File: config.mk
export PLATFORM = sky130hd
export DESIGN_NAME = rom_loader
export DESIGN_NICKNAME = d
export VERILOG_FILES = /design/src/rtl/rom_loader_pkg.sv /design/src/rtl/rom_loader_sum.sv /design/src/rtl/rom_loader.sv
export SDC_FILE = /design/constraint.sdc
export NUM_CORES = 1
export LEC_CHECK = 0
export CELL_PAD_IN_SITES_DETAIL_PLACEMENT = 1
export CELL_PAD_IN_SITES_GLOBAL_PLACEMENT = 2
export CORE_UTILIZATION = 30
export DETAILED_ROUTE_END_ITERATION = 12
export GPL_ROUTABILITY_DRIVEN = 0
export PLACE_DENSITY = 0.78
export RECOVER_POWER = 100
export SLEW_MARGIN = 20
export SYNTH_ARGS = -nofsm -noshare
export SYNTH_HDL_FRONTEND = slang
export SYNTH_SLANG_ARGS = --single-unit
File: constraint.sdc
create_clock -name clock_i -period 4.2 [get_ports clock_i]
set_input_delay 0.63 -clock clock_i [delete_from_list [all_inputs] [get_ports clock_i]]
set_output_delay 0.63 -clock clock_i [all_outputs]
set_load 0.02 [all_outputs]
File: src/rtl/rom_loader_pkg.sv
// +--------------------------------------------------------------------+
// | rom_loader_pkg : shared types/constants for the program-memory loader | Rev 1.0
// +--------------------------------------------------------------------+
`default_nettype none

package rom_loader_pkg;

  localparam logic [7:0] SYNC_BYTE_DEFAULT = 8'hA5;
  localparam int         ADDR_W            = 16;
  localparam int         LEN_W             = 17;

  typedef logic [7:0] byte_t;

  typedef enum logic [3:0] {
    ST_IDLE    = 4'd0,
    ST_ADDR_HI = 4'd1,
    ST_ADDR_LO = 4'd2,
    ST_LEN_HI  = 4'd3,
    ST_LEN_LO  = 4'd4,
    ST_DATA    = 4'd5,
    ST_CHK     = 4'd6,
    ST_VERIFY  = 4'd7,
    ST_PASS    = 4'd8,
    ST_FAIL    = 4'd9
  } state_t;

  // A zero length field encodes a full 64 KiB image.
  function automatic logic [LEN_W-1:0] len_to_count(input logic [ADDR_W-1:0] len);
    return (len == '0) ? 17'h10000 : {1'b0, len};
  endfunction

endpackage

`default_nettype wire

File: src/rtl/rom_loader_sum.sv
// +--------------------------------------------------------------------+
// | rom_loader_sum : mod-256 byte accumulator with clear and enable      | Rev 1.0
// +--------------------------------------------------------------------+
`default_nettype none

module rom_loader_sum
  import rom_loader_pkg::*;
(
  input  logic  clk,
  input  logic  rst,
  input  logic  i_clear,
  input  logic  i_en,
  input  byte_t i_byte,
  output byte_t o_sum
);

  byte_t r_sum;

  always_ff @(posedge clk or posedge rst) begin
    if (rst) begin
      r_sum <= '0;
    end else if (i_clear) begin
      r_sum <= '0;
    end else if (i_en) begin
      r_sum <= r_sum + i_byte;
    end
  end

  assign o_sum = r_sum;

endmodule

`default_nettype wire

File: src/rtl/rom_loader.sv
// +--------------------------------------------------------------------+
// | rom_loader : framed byte stream -> program memory writer w/ verify  | Rev 1.0
// +--------------------------------------------------------------------+
`default_nettype none

module rom_loader
  import rom_loader_pkg::*;
#(
  parameter logic [7:0]  SYNC_BYTE      = SYNC_BYTE_DEFAULT,
  parameter bit          VERIFY         = 1'b1,
  parameter int unsigned TIMEOUT_CYCLES = 1048575
) (
  input  logic              clock_i,
  input  logic              reset_i,
  input  logic [7:0]        s_data_i,
  input  logic              s_valid_i,
  output logic              s_ready_o,
  output logic [ADDR_W-1:0] mem_address_o,
  output logic              mem_write_enable_o,
  output logic [7:0]        mem_data_o,
  input  logic [7:0]        mem_data_i,
  output logic              busy_o,
  output logic              done_o,
  output logic              error_o,
  output logic              cpu_hold_o
);

  localparam int TMO_W = (TIMEOUT_CYCLES > 1) ? $clog2(TIMEOUT_CYCLES + 1) : 1;
  localparam logic [TMO_W-1:0] TMO_LAST = TMO_W'(TIMEOUT_CYCLES - 1);

  state_t            r_state, w_next;
  logic              r_ready, r_we, r_busy, r_done, r_error, r_hold;
  logic              r_rd_s1, r_rd_s2;
  logic [ADDR_W-1:0] r_start, r_len, r_addr, r_mem_addr;
  logic [LEN_W-1:0]  r_remaining;
  logic [7:0]        r_mem_data;
  logic [TMO_W-1:0]  r_idle;

  logic  w_hs, w_start, w_active, w_timeout, w_rd_issue, w_verify_end, w_ready_next;
  byte_t w_wr_sum, w_rd_sum, w_chk_total;

  assign w_hs         = s_valid_i & r_ready;
  assign w_start      = w_hs && (r_state == ST_IDLE) && (s_data_i == SYNC_BYTE);
  assign w_active     = (r_state inside {ST_ADDR_HI, ST_ADDR_LO, ST_LEN_HI, ST_LEN_LO, ST_DATA, ST_CHK});
  assign w_timeout    = (TIMEOUT_CYCLES != 0) && w_active && !w_hs && (r_idle == TMO_LAST);
  assign w_chk_total  = w_wr_sum + s_data_i;
  assign w_rd_issue   = (r_state == ST_VERIFY) && (r_remaining != '0);
  // Readback is complete once every address is issued and its data has drained through.
  assign w_verify_end = (r_state == ST_VERIFY) && (r_remaining == '0) && !r_rd_s1 && !r_rd_s2;
  assign w_ready_next = (w_next != ST_VERIFY) && (w_next != ST_PASS) && (w_next != ST_FAIL);

  rom_loader_sum u_wr_sum (
    .clk     (clock_i),
    .rst     (reset_i),
    .i_clear (w_start),
    .i_en    (w_hs && (r_state == ST_DATA)),
    .i_byte  (s_data_i),
    .o_sum   (w_wr_sum)
  );

  rom_loader_sum u_rd_sum (
    .clk     (clock_i),
    .rst     (reset_i),
    .i_clear (w_start),
    .i_en    (r_rd_s2),
    .i_byte  (mem_data_i),
    .o_sum   (w_rd_sum)
  );

  always_ff @(posedge clock_i or posedge reset_i) begin
    if (reset_i) r_state <= ST_IDLE;
    else         r_state <= w_next;
  end

  always_comb begin
    w_next = r_state;
    case (r_state)
      ST_IDLE:    if (w_start) w_next = ST_ADDR_HI;
      ST_ADDR_HI: if (w_hs) w_next = ST_ADDR_LO;
      ST_ADDR_LO: if (w_hs) w_next = ST_LEN_HI;
      ST_LEN_HI:  if (w_hs) w_next = ST_LEN_LO;
      ST_LEN_LO:  if (w_hs) w_next = ST_DATA;
      ST_DATA:    if (w_hs && (r_remaining == LEN_W'(1))) w_next = ST_CHK;
      ST_CHK: begin
        if (w_hs) begin
          if (w_chk_total != 8'h00) w_next = ST_FAIL;
          else if (VERIFY)          w_next = ST_VERIFY;
          else                      w_next = ST_PASS;
        end
      end
      ST_VERIFY:  if (w_verify_end) w_next = (w_rd_sum == w_wr_sum) ? ST_PASS : ST_FAIL;
      ST_PASS:    w_next = ST_IDLE;
      ST_FAIL:    w_next = ST_IDLE;
      default:    w_next = ST_IDLE;
    endcase
    if (w_timeout) w_next = ST_FAIL;
  end

  always_ff @(posedge clock_i or posedge reset_i) begin
    if (reset_i) begin
      r_ready     <= 1'b0;
      r_we        <= 1'b0;
      r_busy      <= 1'b0;
      r_done      <= 1'b0;
      r_error     <= 1'b0;
      r_hold      <= 1'b1;
      r_rd_s1     <= 1'b0;
      r_rd_s2     <= 1'b0;
      r_start     <= '0;
      r_len       <= '0;
      r_addr      <= '0;
      r_mem_addr  <= '0;
      r_mem_data  <= '0;
      r_remaining <= '0;
      r_idle      <= '0;
    end else begin
      r_ready <= w_ready_next;
      r_we    <= 1'b0;
      r_rd_s1 <= w_rd_issue;
      r_rd_s2 <= r_rd_s1;

      if (!w_active || w_hs) r_idle <= '0;
      else                   r_idle <= r_idle + 1'b1;

      if (w_start) begin
        r_busy  <= 1'b1;
        r_hold  <= 1'b1;
        r_done  <= 1'b0;
        r_error <= 1'b0;
      end

      if (w_hs) begin
        case (r_state)
          ST_ADDR_HI: r_start[15:8] <= s_data_i;
          ST_ADDR_LO: r_start[7:0]  <= s_data_i;
          ST_LEN_HI:  r_len[15:8]   <= s_data_i;
          ST_LEN_LO: begin
            r_len[7:0]  <= s_data_i;
            r_addr      <= r_start;
            r_remaining <= len_to_count({r_len[15:8], s_data_i});
          end
          ST_DATA: begin
            r_we        <= 1'b1;
            r_mem_addr  <= r_addr;
            r_mem_data  <= s_data_i;
            r_addr      <= r_addr + 1'b1;
            r_remaining <= r_remaining - 1'b1;
          end
          ST_CHK: begin
            r_addr      <= r_start;
            r_remaining <= len_to_count(r_len);
          end
          default: ;
        endcase
      end

      if (w_rd_issue) begin
        r_mem_addr  <= r_addr;
        r_addr      <= r_addr + 1'b1;
        r_remaining <= r_remaining - 1'b1;
      end

      if (w_next == ST_PASS) begin
        r_done <= 1'b1;
        r_busy <= 1'b0;
        r_hold <= 1'b0;
      end
      if (w_next == ST_FAIL) begin
        r_error <= 1'b1;
        r_busy  <= 1'b0;
      end
    end
  end

  assign s_ready_o          = r_ready;
  assign mem_address_o      = r_mem_addr;
  assign mem_write_enable_o = r_we;
  assign mem_data_o         = r_mem_data;
  assign busy_o             = r_busy;
  assign done_o             = r_done;
  assign error_o            = r_error;
  assign cpu_hold_o         = r_hold;

endmodule

`default_nettype wire
==> flow_metrics.tcl, run 1 <==
set metrics [dict create \
    status "complete, but fails checks" \
    violations "capacitance limit, slew limit" \
    ys.flop_type "dfrtp_1" \
    area_growth_pct 18.41 \
    grt_pass1_vias 6083 \
    synth.distinct_cells 79 \
    worst_setup_path_end_kind "register" \
    seq_area_frac_synth 0.4668 \
    intPower_uw 3831 \
    vias 5870 \
    synthMuxAreaShare 0.07987 \
    hold_slack_ps 422.5 \
    via_per_inst 5.227 \
    synth-edff-count 0 \
    synth_top_area_cell "dfrtp_1" \
    grt_first_pass_wirelength_microns 32910 \
    powerDensity_mw_per_mm2 731.6 \
    hpwl_microns 13850 \
    start_util 0.3093 \
    path_clk_slew_ps 60 \
    cts_tree "done" \
    synth-xor-area-share 0.03815 \
    netlist_instances 746 \
    setup_tns_ps 0 \
    slew_viol_final 45 \
    synth_top_family_by_area "simple AND/OR/NAND/NOR gates" \
    startpoint_type "primary input" \
    synthSimpleGateAreaFrac 0.1948 \
    synthArstFlopShare 1.000 \
    routedWlPerCell_microns 17.45 \
    grt_usage 0.1704 \
    hold_class "register to register" \
    power.share.switching 0.3981 \
    post-route-drc-count 0 \
    final_hold_viol_count 0 \
    synth_common_cells "136 x dfrtp_1, 77 x nand2_1, 67 x nor2_1, 50 x a21oi_1, 50 x o21ai_0" \
    die-area_sq_mm 0.02512 \
    post-route-cell-area_sq_mm 0.008700 \
    cts_hold_buf 0 \
    dpl-instance-area_sq_mm 0.008189 \
    drtPass1Iterations 4 \
    peakVddDrop_v 0.0002705 \
    maxCapViolations 2 \
    yosysWarnings 0 \
    finalCriticalPeriod_ps 3500 \
    rsz0062_at_grt "no" \
    fin_nets 832 \
    tightest_slew_ps 1825 \
    ant_nets 0 \
    cp.required_ps 4500 \
    port_buffers 48 \
    syn_area_per_cell_sq_um 9.849 \
    fp.dieH_microns 158.5 \
    path_max_fanout 22 \
    synthAdderAreaFrac 0.03951 \
    p_seq_frac 0.374 \
    antenna_cells 0 \
    pwr-share-clk 0.235 \
    cts_made_buffers 17 \
    relSlewSlack -0.2280 \
    core_sq_mm 0.02375 \
    ios 49 \
    dieWidth_microns 158.5 \
    p_comb_frac 0.391 \
    drtIter0Drc 315 \
    synth-compound-area-share 0.1511 \
    synth_fp_nets 787 \
    worstSetupPathType "primary input to register" \
    cts_resized 0 \
    leakage_uw 0.003700 \
    cts_max_path_buffers 2 \
    p_switching_uw 2533 \
    setup_viol 0 \
    fmax_mhz 285.7 \
    drt-total-wl_microns 19600 \
    h-tree-depth 4 \
    yosysMostFrequentCell "dfrtp_1" \
    clock_latency_ps 430 \
    cts_sinks 137 \
    cts_setup_buffers 0 \
    fin_crit_sh 0.8334 \
    grt_remaining_overflow 0 \
    syn-cell-area_sq_mm 0.007347 \
    layout-drive-gt1-share 0.1231 \
    synth.area.top_cells "dfrtp_1 46%, mux2_2 6.9%, nand2_1 3.9%" \
    grt_start_max_net_pins 65 \
    num_rows 56 \
    antenna_found_initial 0 \
    skew_ps 10.17 \
    fin_util 0.3663 \
    ys_ff_latch 137 \
    critPathArrivalTime_ps 3800 \
    root_buffer "clkbuf_16" \
    synth_top_area_frac 0.4632 \
]
cells by family (layout without fill, tap and decap cells):
| family | Yosys count | after routing |
|---|---|---|
| buffers and inverters | 50 | 108 |
| DFF | 137 | 137 |
| muxes | 53 | 53 |
| adders and majority gates | 22 | 22 |
| AOI/OAI and AO/OA | 175 | 175 |
| and+or+nand+nor | 277 | 277 |
| xor gates and xnor gates | 32 | 32 |
state kept, by name, summed over array words and instances, names as in the netlist, 4 cells and up:
signal          flops
r_idle             20
r_start            16
r_remaining        17
mem_data_o          8
r_addr             16
r_state             4
r_len              16
u_rd_sum.o_sum      8
u_wr_sum.o_sum      8
mem_address_o      16
metal layers:
layer  vias to the layer above  GRT usage  wire length (microns)
met5                         -          0                      0
met4                         0    0.05357                    299
met3                        19    0.03375                    607
met2                        79     0.2678                   8927
met1                      2969     0.2345                   9763
li1                       2803          -                      -
power groups by stage:
| stage | Clock, uW | Combinational [uW] | Sequential (uW) |
|---|---|---|---|
| 5_1_grt | 1600 | 2800 | 2460 |
| 3_3_place_gp | 0 | 2540 | 2390 |
| 3_5_place_dp | 0 | 2580 | 2410 |
| 2_1_floorplan | 0 | 1810 | 2320 |
| 4_1_cts | 1540 | 2600 | 2390 |
| 6_report | 1500 | 2490 | 2380 |
per-stage QoR:
step	worst slack, ps	total power [uW]	instances
global placement	848.8	4930	1091
detailed placement	818.6	4995	1091
finish	699.6	6364	1123
CTS	1241	6528	1123
global route	506.8	6858	1123
floorplan	1676	4130	746
worst max-delay path, stage by stage:
cell	delay, ps
dlygate4sd3_1	580
and2_0	330
nand3_1	160
clkbuf_1	690
inv_1	600
nor2_8	420
mux2_2	380
cells in the final DEF, fill, tap and decap left out, drive strengths merged, types with 8 or more instances in the layout:
| cell type | count |
|---|---|
| inv | 17 |
| nand3 | 33 |
| xnor2 | 18 |
| buf | 8 |
| dlygate4sd3 | 34 |
| mux2 | 45 |
| nand2 | 77 |
| xor2 | 14 |
| nand2b | 9 |
| nand4 | 14 |
| clkdlybuf4s50 | 14 |
| a22oi | 8 |
| o21ai | 52 |
| nor4 | 12 |
| and3 | 9 |
| o22ai | 10 |
| a21oi | 50 |
| nor3 | 18 |
| dfrtp | 136 |
| mux2i | 8 |
| clkbuf | 24 |
| ha | 20 |
| nor2 | 70 |
path summary, 6_finish.rpt:
| kind | start | endpoint | slack [ps] | depth (start not counted) |
|---|---|---|---|---|
| hold reg to reg | r_rd_s1 | r_rd_s2 | 420 | 0 |
| max in group asynchronous | reset_i | u_wr_sum.o_sum[4] | 1240 | 3 |
| min in group asynchronous | reset_i | mem_address_o[6] | 1090 | 2 |
| setup / recovery | s_valid_i | mem_address_o[11] | 700 | 7 |
| setup reg to reg | r_state[2] | r_len[2] | 830 | 5 |
| hold / removal | r_rd_s1 | r_rd_s2 | 420 | 0 |
final cells by class:
type	instances	area [sq um]
flip-flops and latches	137	3430
inverters	14	53.80
clock buffers	18	439.2
repair buffers	62	575.6
well taps	319	399.1
multi-input cells	559	3659
fillers	2683	15050
clock inverters	14	143.9
(Power assumes the default switching activity.)
==> run 2: changes to the inputs <==
- PLACE_DENSITY: 0.78 -> 0.76
- clock period: 4.2 -> 3.3 ns (I/O delays scaled with it)
==> flow_metrics.tcl, run 2 (synthesized netlist as in run 1, its figures left out) <==
set metrics [dict create \
    status "complete, but fails checks" \
    violations "capacitance limit, slew limit" \
    ios 49 \
    cts_tree "done" \
    rsz0062_at_grt "no" \
    top_regs "r_idle x20, r_remaining x17" \
    finalCriticalPeriod_ps 2860 \
    layout_commonest_cell "dfrtp_1" \
    startpoint_type "register" \
    p_comb_frac 0.394 \
    cts_max_path_buffers 2 \
    powerDensity_mw_per_mm2 929.6 \
    drtPass1Iterations 4 \
    antenna_found_initial 0 \
    p_seq_frac 0.371 \
    grt_remaining_overflow 0 \
    power.share.switching 0.3950 \
    cts_setup_buffers 0 \
    relSlewSlack -0.2980 \
    grt_start_max_net_pins 138 \
    critPathArrivalTime_ps 3170 \
    setup_tns_ps 0 \
    vias 5866 \
    fp.dieH_microns 158.5 \
    dieWidth_microns 158.5 \
    hold_slack_ps 396.7 \
    path_clk_slew_ps 60 \
    die-area_sq_mm 0.02512 \
    maxCapViolations 1 \
    slew_viol_final 138 \
    intPower_uw 4927 \
    grt_pass1_vias 6122 \
    grt_usage 0.1733 \
    cts_sinks 137 \
    layout-drive-gt1-share 0.1319 \
    clock_latency_ps 430 \
    routedWlPerCell_microns 17.57 \
    cp.required_ps 3610 \
    leakage_uw 0.003725 \
    peakVddDrop_v 0.0003493 \
    path_max_fanout 19 \
    pwr-share-clk 0.235 \
    hold_class "register to register" \
    largest_register "r_idle" \
    p_switching_uw 3217 \
    core_sq_mm 0.02375 \
    ant_nets 0 \
    cts_hold_buf 0 \
    hold_depth 0 \
    port_buffers 48 \
    largest_reg_flops 20 \
    cts_made_buffers 17 \
    via_per_inst 5.191 \
    fin_nets 839 \
    final_hold_viol_count 0 \
    worst_setup_path_end_kind "register" \
    antenna_cells 0 \
    r2r_cells 7 \
    h-tree-depth 4 \
    setup_viol 0 \
    drt-total-wl_microns 19850 \
    root_buffer "clkbuf_16" \
    num_rows 56 \
    hpwl_microns 13700 \
    grt_first_pass_wirelength_microns 33540 \
    fin_crit_sh 0.8668 \
    fmax_mhz 349.6 \
    area_growth_pct 19.24 \
    num-fill-cells 2702 \
    drtIter0Drc 323 \
    post-route-drc-count 0 \
    layout_common_cells "136 x dfrtp_1, 77 x nand2_1, 68 x nor2_1" \
    worstSetupPathType "register to register" \
    tightest_slew_ps 1947 \
    cts_resized 0 \
    skew_ps 9.603 \
    start_util 0.3093 \
]
[run 2: path summary, 6_finish.rpt]
check / from / endpoint / slack, ps
setup / recovery: r_remaining[0] / mem_address_o[13] / 440
hold / removal: r_rd_s1 / r_rd_s2 / 400
setup reg to reg: r_remaining[0] / mem_address_o[13] / 440
hold reg to reg: r_rd_s1 / r_rd_s2 / 400
max in group asynchronous: reset_i / r_idle[7] / 810
min in group asynchronous: reset_i / r_addr[8] / 1280
[run 2: stage by stage]
stage	cell area (sq um)	setup slack, ps	std cells	util	total power [uW]
6_report	8761	439.7	1130	0.3688	8144
5_1_grt	8761	232.4	1130	0.3688	8778
4_1_cts	8837	536.2	1130	0.3721	8337
3_5_place_dp	8254	105.2	1098	0.3475	6375
3_3_place_gp	8254	150.9	1098	0.3475	6293
2_1_floorplan	7351	911.4	746	-	5256
[run 2: power groups by stage]
stage	Clock [uW]	Sequential (uW)	Combinational (uW)
after global placement	0	3040	3260
after detailed placement	0	3050	3320
after floorplan	0	2960	2300
after CTS	1970	3030	3340
after global routing	2030	3130	3620
final	1920	3020	3210
[run 2: cell type report]
cell class	instances	area (sq um)	area share
clock buffer	22	464.2	0.05298
clock inverter	10	118.9	0.01357
inverter	14	56.30	0.006427
multi-input combinational	559	3664	0.4182
sequential	137	3430	0.3915
tap	319	399.1	0.04556
timing repair buffer	69	629.4	0.07184
[run 2: worst max-delay path, stage by stage (launching register included)]
cell and delay [ps]:
dfrtp_1 450, inv_1 140, ha_1 150, nor4b_1 320, and4_1 400, nor2_4 120
nor2_2 740, mux2_2 420
[run 2: metal layers]
metal | up-vias | share of wire | global-route usage
met4 | 0 | 0.016 | 0.05540
met3 | 21 | 0.028 | 0.02994
met2 | 86 | 0.46 | 0.2757
li1 | 2828 | - | -
met5 | - | 0 | 0
met1 | 2931 | 0.50 | 0.2381
==> run 3: changes to the inputs <==
- CORE_ASPECT_RATIO: default -> 0.75
==> flow_metrics.tcl, run 3 (synthesized netlist as in run 1, its figures left out) <==
set metrics [dict create \
    status "complete, but fails checks" \
    violations "capacitance limit, slew limit" \
    layout_commonest_cell "dfrtp_1" \
    grt_usage 0.1737 \
    worstSetupPathType "register to register" \
    cts_setup_buffers 0 \
    layout_common_cells "136 x dfrtp_1, 77 x nand2_1, 68 x nor2_1" \
    setup_tns_ps 0 \
    hold_class "register to register" \
    p_seq_frac 0.369 \
    cts_resized 0 \
    fmax_mhz 346.3 \
    grt_start_max_net_pins 105 \
    root_buffer "clkbuf_16" \
    layout_setup_ws_ps 412.7 \
    worst_setup_path_end_kind "register" \
    skew_ps 7.339 \
    powerDensity_mw_per_mm2 934.7 \
    setup_viol 0 \
    intPower_uw 4988 \
    routedWlPerCell_microns 17.52 \
    p_switching_uw 3236 \
    layout-drive-gt1-share 0.1318 \
    finalCriticalPeriod_ps 2887 \
    num_rows 49 \
    die-area_sq_mm 0.02513 \
    ios 49 \
    via_per_inst 5.172 \
    antenna_found_initial 0 \
    cpPeakStageDelay_ps 730 \
    critPathArrivalTime_ps 3200 \
    grt_first_pass_wirelength_microns 33770 \
    largest_register "r_idle" \
    rsz0062_at_grt "no" \
    crit_slowest_cell "nor2_2" \
    tightest_slew_ps 1810 \
    hpwl_microns 13930 \
    area_growth_pct 19.75 \
    grt_remaining_overflow 0 \
    drtPass1Iterations 5 \
    cp.required_ps 3610 \
    power.share.switching 0.3935 \
    ant_nets 0 \
    slew_viol_final 34 \
    pwr-share-clk 0.241 \
    num-fill-cells 2766 \
    leakage_uw 0.003734 \
    antenna_cells 0 \
    drt-total-wl_microns 20030 \
    hold_slack_ps 432.8 \
    start_util 0.3057 \
    vias 5912 \
    fin_nets 842 \
    maxCapViolations 1 \
    fin_crit_sh 0.8750 \
    cts_tree "done" \
    fp.dieH_microns 137.5 \
    post-route-cell-area_sq_mm 0.008798 \
    core_sq_mm 0.02403 \
    drtIter0Drc 274 \
    grt_pass1_vias 6114 \
    cts_sinks 137 \
    port_buffers 48 \
    h-tree-depth 4 \
    cts_made_buffers 17 \
    cp_cell_sequence "nor4_1 -> and4_1 -> nor2_4 -> nor2_2 -> mux2_2" \
    dpl-instance-area_sq_mm 0.008292 \
    peakVddDrop_v 0.0003843 \
    path_max_fanout 19 \
    dp_slack_ps 50.85 \
    largest_reg_flops 20 \
    p_comb_frac 0.390 \
    dieWidth_microns 182.7 \
    top_regs "r_idle x20, r_remaining x17" \
    cts_max_path_buffers 2 \
    path_clk_slew_ps 60 \
    cts_hold_buf 0 \
    final_hold_viol_count 0 \
    clock_latency_ps 430 \
    relSlewSlack -0.2068 \
    startpoint_type "register" \
    post-route-drc-count 0 \
]
[run 3: cell count changes in the layout (fill, tap and decap cells not counted), sizes merged]
cell      before  now
bufinv         2    3
clkinv         5    3
clkbuf        29   30
buf           14   13
clkinvlp       3    5
[run 3: layout make-up]
class	instances	area, sq um	share of cell area
Multi-Input combinational cell	559	3659	0.4158
Sequential cell	137	3430	0.3898
Timing Repair Buffer	72	641.9	0.07295
Clock buffer	19	452.9	0.05148
Tap cell	331	414.1	0.04707
Clock inverter	11	147.6	0.01678
Inverter	14	53.80	0.006115
[run 3: per-stage QoR]
stage | cells | power (uW) | utilization
after floorplan | 746 | 5256 | -
after global placement | 1113 | 6315 | 0.3450
after detailed placement | 1113 | 6394 | 0.3450
after CTS | 1143 | 8421 | 0.3700
after global routing | 1143 | 8844 | 0.3661
final | 1143 | 8224 | 0.3661
[run 3: critical path, delay by kind of cell (launching register included)]
kind          cells  cell delay, ps
simple gates      4            1890
mux               1             410
flops             1             440
[run 3: power groups by stage]
stage | combinational [uW] | sequential (uW) | clock (uW)
finish | 3210 | 3030 | 1980
global route | 3600 | 3150 | 2100
CTS | 3340 | 3050 | 2030
detailed placement | 3330 | 3070 | 0
global placement | 3260 | 3060 | 0
floorplan | 2300 | 2960 | 0
[run 3: path summary, 6_finish.rpt]
path | cells past startpoint | endpoint | slack (ps) | startpoint
worst max-delay path | 5 | mem_address_o[1] | 410 | r_remaining[8]
worst min register to register | 0 | r_rd_s2 | 430 | r_rd_s1
worst max register to register | 5 | mem_address_o[1] | 410 | r_remaining[8]
max in group asynchronous | 3 | r_remaining[10] | 1050 | reset_i
worst min-delay path | 0 | r_rd_s2 | 430 | r_rd_s1
min in group asynchronous | 3 | mem_data_o[4] | 1070 | reset_i
[run 3: metal layers]
metal  global-route usage  wire [microns]  vias to the layer above
met5                    0               0                        -
met4              0.05556             291                        0
met3              0.03542             636                       20
met2               0.2610            8489                       87
met1               0.2488           10610                     2992
li1                     -               -                     2813
